==> src/rtl/shifter_defs.sv <==
// Shared definitions for the pipelined barrel shifter: mode encodings and a
// constant-evaluable ceil(log2) used to size the shift amount.
package shifter_defs;

    localparam logic [1:0] MODE_LSR = 2'b00;
    localparam logic [1:0] MODE_ASR = 2'b01;
    localparam logic [1:0] MODE_LSL = 2'b10;
    localparam logic [1:0] MODE_ROR = 2'b11;

    function automatic int clog2(input int value);
        int result;
        result = 0;
        for (int v = value - 1; v > 0; v = v >> 1) begin
            result = result + 1;
        end
        return result;
    endfunction

endpackage

==> src/rtl/shift_level.sv <==
// One radix-4 shift level: shifts by d*STEP in the selected mode. Every output
// bit is a four-way select among the bits reachable by the four digit values.
module shift_level
    import shifter_defs::*;
#(
    parameter int WIDTH = 16,
    parameter int STEP  = 1
) (
    input  logic [WIDTH-1:0] data_i,
    input  logic [1:0]       d_i,
    input  logic [1:0]       mode_i,
    input  logic             sign_i,
    output logic [WIDTH-1:0] data_o
);

    logic is_lsl;
    logic is_ror;
    logic fill_bit;

    assign is_lsl   = (mode_i == MODE_LSL);
    assign is_ror   = (mode_i == MODE_ROR);
    assign fill_bit = (mode_i == MODE_ASR) && sign_i;

    for (genvar j = 0; j < WIDTH; j++) begin : g_bit
        logic [3:0] cand;

        for (genvar k = 0; k < 4; k++) begin : g_cand
            localparam int SH = k * STEP;
            logic right_bit;
            logic left_bit;

            // Right-going modes pull from above; past the msb it is fill or wrap.
            if (j + SH < WIDTH) begin : g_rin
                assign right_bit = data_i[j + SH];
            end else begin : g_rout
                assign right_bit = is_ror ? data_i[(j + SH) % WIDTH] : fill_bit;
            end

            if (j >= SH) begin : g_lin
                assign left_bit = data_i[j - SH];
            end else begin : g_lout
                assign left_bit = 1'b0;
            end

            assign cand[k] = is_lsl ? left_bit : right_bit;
        end

        assign data_o[j] = cand[d_i];
    end

endmodule

==> src/rtl/pipelined_barrel_shifter.sv <==
// Pipelined LSR/ASR/LSL/ROR shifter built from registered radix-4 levels with
// a valid/ready handshake; the whole pipe stalls as one when the output is blocked.
module pipelined_barrel_shifter
    import shifter_defs::*;
#(
    parameter  int WIDTH = 16,
    localparam int SHW   = clog2(WIDTH)
) (
    input  logic             clk,
    input  logic             rst,
    input  logic             in_valid,
    output logic             in_ready,
    input  logic [WIDTH-1:0] in_data,
    input  logic [SHW-1:0]   in_amt,
    input  logic [1:0]       in_mode,
    output logic             out_valid,
    input  logic             out_ready,
    output logic [WIDTH-1:0] out_data,
    output logic             out_zero
);

    localparam int LEVELS = (SHW + 1) / 2;
    localparam int AMTW   = 2 * LEVELS;

    logic            advance;
    logic [AMTW-1:0] amt_pad;

    logic [WIDTH-1:0] lvl_in_data [LEVELS];
    logic [1:0]       lvl_in_d    [LEVELS];
    logic [1:0]       lvl_in_mode [LEVELS];
    logic             lvl_in_sign [LEVELS];
    logic [WIDTH-1:0] lvl_out     [LEVELS];

    logic             valid_q [LEVELS];
    logic             valid_d [LEVELS];
    logic [WIDTH-1:0] data_q  [LEVELS];
    logic [WIDTH-1:0] data_d  [LEVELS];
    logic [1:0]       mode_q  [LEVELS];
    logic [1:0]       mode_d  [LEVELS];
    logic             sign_q  [LEVELS];
    logic             sign_d  [LEVELS];
    logic [AMTW-1:0]  amt_q   [LEVELS];
    logic [AMTW-1:0]  amt_d   [LEVELS];
    logic             zero_q;
    logic             zero_d;

    logic unused_sideband;

    assign amt_pad   = AMTW'(in_amt);
    assign advance   = !valid_q[LEVELS-1] || out_ready;
    assign in_ready  = advance;
    assign out_valid = valid_q[LEVELS-1];
    assign out_data  = data_q[LEVELS-1];
    assign out_zero  = zero_q;

    for (genvar i = 0; i < LEVELS; i++) begin : g_level
        if (i == 0) begin : g_head
            assign lvl_in_data[i] = in_data;
            assign lvl_in_d[i]    = amt_pad[1:0];
            assign lvl_in_mode[i] = in_mode;
            assign lvl_in_sign[i] = in_data[WIDTH-1];
        end else begin : g_tail
            assign lvl_in_data[i] = data_q[i-1];
            assign lvl_in_d[i]    = amt_q[i-1][1:0];
            assign lvl_in_mode[i] = mode_q[i-1];
            assign lvl_in_sign[i] = sign_q[i-1];
        end

        shift_level #(
            .WIDTH (WIDTH),
            .STEP  (4 ** i)
        ) u_level (
            .data_i (lvl_in_data[i]),
            .d_i    (lvl_in_d[i]),
            .mode_i (lvl_in_mode[i]),
            .sign_i (lvl_in_sign[i]),
            .data_o (lvl_out[i])
        );
    end

    // Amount digits are consumed two bits per level, so each stage carries the rest down.
    always_comb begin
        valid_d = valid_q;
        data_d  = data_q;
        mode_d  = mode_q;
        sign_d  = sign_q;
        amt_d   = amt_q;
        zero_d  = zero_q;
        if (advance) begin
            valid_d[0] = in_valid;
            data_d[0]  = lvl_out[0];
            mode_d[0]  = in_mode;
            sign_d[0]  = in_data[WIDTH-1];
            amt_d[0]   = amt_pad >> 2;
            for (int i = 1; i < LEVELS; i++) begin
                valid_d[i] = valid_q[i-1];
                data_d[i]  = lvl_out[i];
                mode_d[i]  = mode_q[i-1];
                sign_d[i]  = sign_q[i-1];
                amt_d[i]   = amt_q[i-1] >> 2;
            end
            zero_d = (lvl_out[LEVELS-1] == '0);
        end
    end

    always_ff @(posedge clk) begin
        if (rst) begin
            for (int i = 0; i < LEVELS; i++) begin
                valid_q[i] <= 1'b0;
                data_q[i]  <= '0;
                mode_q[i]  <= '0;
                sign_q[i]  <= 1'b0;
                amt_q[i]   <= '0;
            end
            zero_q <= 1'b0;
        end else begin
            valid_q <= valid_d;
            data_q  <= data_d;
            mode_q  <= mode_d;
            sign_q  <= sign_d;
            amt_q   <= amt_d;
            zero_q  <= zero_d;
        end
    end

    // The last stage's sideband and the exhausted amount bits have no consumer.
    always_comb begin
        unused_sideband = ^mode_q[LEVELS-1] ^ sign_q[LEVELS-1];
        for (int i = 0; i < LEVELS; i++) begin
            unused_sideband = unused_sideband ^ (^amt_q[i]);
        end
    end

endmodule

==> config.mk <==
export PLATFORM = sky130hd
export DESIGN_NAME = pipelined_barrel_shifter
export DESIGN_NICKNAME = d
export VERILOG_FILES = /design/src/rtl/shifter_defs.sv /design/src/rtl/shift_level.sv /design/src/rtl/pipelined_barrel_shifter.sv
export SDC_FILE = /design/constraint.sdc
export NUM_CORES = 1
export LEC_CHECK = 0
export CELL_PAD_IN_SITES_DETAIL_PLACEMENT = 1
export CELL_PAD_IN_SITES_GLOBAL_PLACEMENT = 1
export CORE_ASPECT_RATIO = 2
export CORE_MARGIN = 1.5
export CORE_UTILIZATION = 41
export CTS_CLUSTER_SIZE = 16
export DETAILED_ROUTE_END_ITERATION = 7
export PLACE_DENSITY_LB_ADDON = 0.1
export SLEW_MARGIN = 25
export SYNTH_ARGS = -nofsm -noshare
export SYNTH_HDL_FRONTEND = slang
export SYNTH_SLANG_ARGS = --single-unit
==> constraint.sdc <==
create_clock -name clk -period 1.93 [get_ports clk]
set_input_delay 0.386 -clock clk [delete_from_list [all_inputs] [get_ports clk]]
set_output_delay 0.386 -clock clk [all_outputs]
set_load 0.01 [all_outputs]
==> run_results.csv <==
group,metric,value,unit
worst_setup_path,crit_required,2.16,ns
routing,wl,12300,um
worst_hold_path,hold_depth,2,
floorplanning,start_util,42.6,%
synthesis,synth_adder_area_share,0,%
global_route,grt_max_degree,43,
clocking,cts_made_buffers,5,
routing,drtIter0Drc,178,
layout,final_cell_area,4320,um^2
placed_design,place_congestion,0.982,
floorplanning,ioPinCount,45,
sta,worst_pin_slew,0.446,ns
synthesis,synthSimpleGateAreaFrac,26.0,%
synthesis,yosysTopAreaCell,"dfxtp_1",
sta,finClkSkew,0.00203,ns
clocking,cts_tree,"yes",
global_route,grtUsageMet3,3.67,%
placed_design,dp_slack,-0.345,ns
layout,nNetsFinal,522,
synthesis,synth_edf_count,0,
sta,min_period_over_period,101,%
layout,num-fill-cells,956,
layout,area_delta_synth_final,33.4,%
global_route,use_met2,59.2,%
clocking,clockBufferDepth,2,
synthesis,synth.distinct_cells,59,
synthesis,synth_area_per_cell,7.60,um^2
routing,vias_per_cell,6.08,
synthesis,synth_warnings,0,
floorplanning,std_cell_rows,45,
synthesis,synth_common_cells,"72 x nand2_1, 59 x nor2_1, 40 x dfxtp_1",
layout,final_cell_count_no_fill,591,
worst_setup_path,worst_ep_arrival_time,2.19,ns
outcome,outcome,"finished, violations left",
worst_setup_path,cp-end-kind,"register",
synthesis,synth_ff_type,"dfxtp_1",
sta,rsz0062_at_grt,"yes",
global_route,track_usage,30.3,%
clocking,clock-root-buffer,"clkbuf_16",
placed_design,dpl_cell_area,4040,um^2
flow_run,maxCapViolCount,0,
routing,drc,0,
global_route,overflow,0,
global_route,grt_pass1_vias,3718,
sta,setup_viol,1,
synthesis,ys_ff_latch,40,
floorplanning,chipHeight,129,um
synthesis,synth_mux_area_share,11.9,%
synthesis,synth_compound_area_share,26.1,%
global_route,met1_usage,26.0,%
worst_setup_path,reg2reg_depth,8,
sta,slew_violations,0,
clocking,cts_max_level,2,
sta,slew_headroom,70.3,%
synthesis,synth_xor_area_share,0.270,%
routing,vias,3592,
outcome,violations,"setup timing",
synthesis,syn_area,3240,um^2
routing,firstDrtPassIters,4,
floorplanning,core-area,7600,um^2
global_route,grt_pass1_wl,19300,um
pwr,total_power,2.86,mW
worst_setup_path,start_kind,"register",
sta,hold_viol,0,
pwr,power_density,662,nW/um^2
global_route,antenna_found_initial,0,
layout,antennaDiodeCount,0,
synthesis,synth_top_family_by_area,"compound AO/OA/AOI/OAI gates",
synthesis,syn-num-nets,452,
pwr,leakage,1.71,nW
clocking,clk_latency,0.29,ns
placed_design,dp_hpwl,9680,um
worst_setup_path,path_class,"register to register",
routing,wire_per_inst,20.8,um
layout,drive_above_1_share,24.3,%
worst_hold_path,hold_path.class,"register to register",
placed_design,post-place-cells,578,
sta,finalWorstPathRequiredPeriod,1.95,ns
synthesis,async_flop_share,0,%
global_route,grt.busiest_layer,"met2",
synthesis,ys_seq_area_share,24.7,%
placed_design,port_buffers,44,
pwr,vdd_drop_max,0.347,mV
synthesis,synthTopCellsByArea,"dfxtp_1 25%, nand2_1 8.3%, mux4_2 7.0%, nor2_1 6.8%, a311oi_1 5.1%",
routing,ant_nets,0,
synthesis,yosysMostFrequentCell,"nand2_1",
synthesis,yosysTopAreaCellShare,24.7,%
worst_setup_path,crit_fanout,7,
clocking,clk_pin_slew,0.06,ns
clocking,numClockSinks,40,
synthesis,syn_inst,426,
layout,final_util,56.9,%
sta,fmax,0.512,GHz
sta,final.setup.worst_slack,-0.0233,ns
floorplanning,die_area,8480,um^2
floorplanning,die_x,65.9,um
[final cells by class]
cell class	instances	area (um^2)	area share (%)
flip-flops and latches	40	808	18.7
inverters	4	15.0	0.347
repair buffers	119	1090	25.1
well taps	94	118	2.72
multi-input cells	326	2130	49.2
clock buffers	5	125	2.89
clock inverters	3	42.5	0.984
[final timing paths]
kind	from	end	slack, ns
worst max register to register	lvl_in_mode[1]	out_zero	-0.02
worst min register to register	out_data[15]	out_data[15]	0.46
worst min-delay path	out_data[15]	out_data[15]	0.46
worst max-delay path	lvl_in_mode[1]	out_zero	-0.02
[logic make-up (layout without fill, tap and decap cells)]
group | Yosys count | count (layout)
flops | 40 | 40
simple gates | 184 | 184
buf+inv | 60 | 131
xor+xnor | 1 | 1
compound gates | 116 | 116
mux | 25 | 25
[stage by stage]
stage | hold slack, ns | setup TNS [ns]
after global placement | 0.439 | -3.29
after detailed placement | 0.449 | -4.16
after global routing | 0.487 | -0.125
after CTS | 0.458 | -0.0586
final | 0.456 | -0.0233
after floorplan | 0.432 | 0
[what timing repair did]
action                                  4_1_cts  5_1_grt
gates resized for setup                      10        7
pin swaps                                     5        6
hold buffers                                  0        0
endpoints found under the setup margin        6       13
buffers inserted                              1        4
endpoints found under the hold margin         0        0
[where the power goes]
group,switching (mW),internal [mW]
sequential,0.0939,0.897
clock,0.343,0.607
combinational,0.445,0.477
[layout by cell type (no fill, tap or decap), types with 3 or more instances in the layout]
master / netlist / final
nand2_1: 72 / 72
buf_4: 18 / 67
nor2_1: 59 / 59
clkdlybuf4s50_1: 0 / 41
dfxtp_1: 40 / 36
a21oi_1: 28 / 28
a211oi_1: 22 / 20
a311oi_1: 19 / 16
nor3_1: 15 / 15
o21ai_0: 11 / 11
mux4_2: 10 / 10
nand3_1: 9 / 9
mux2i_1: 9 / 9
nor2b_1: 8 / 7
buf_12: 0 / 6
mux2_2: 5 / 5
clkbuf_16: 0 / 5
a31oi_1: 4 / 4
a311oi_2: 0 / 3
a221o_1: 3 / 3
and2_1: 3 / 3
a211o_1: 3 / 3
a221oi_2: 3 / 3
a211oi_2: 1 / 3
a32oi_1: 3 / 3
dfxtp_2: 0 / 3
[registers in the layout, summed over array words and instances, names as in the netlist]
register	flops
data_q	16
out_data	16
amt_q	2
lvl_in_mode	2
lvl_in_sign	1
out_valid	1
out_zero	1
valid_q	1
[layer usage]
| metal | vias to the layer above | part of all wire, % |
|---|---|---|
| met3 | 50 | 2.5 |
| met1 | 1751 | 33 |
| met5 | - | 0 |
| met2 | 105 | 57 |
| met4 | 0 | 7.9 |
| li1 | 1686 | - |
[critical path: stages, from the launching register on]
cell and delay (ns):
dfxtp_4 0.38, nor2b_4 0.15, buf_6 0.12, or3_4 0.32, a221oi_2 0.27, nand2_1 0.09
nor4_1 0.26, buf_4 0.18, a31o_1 0.13
Power figures use the tool's default switching activity.
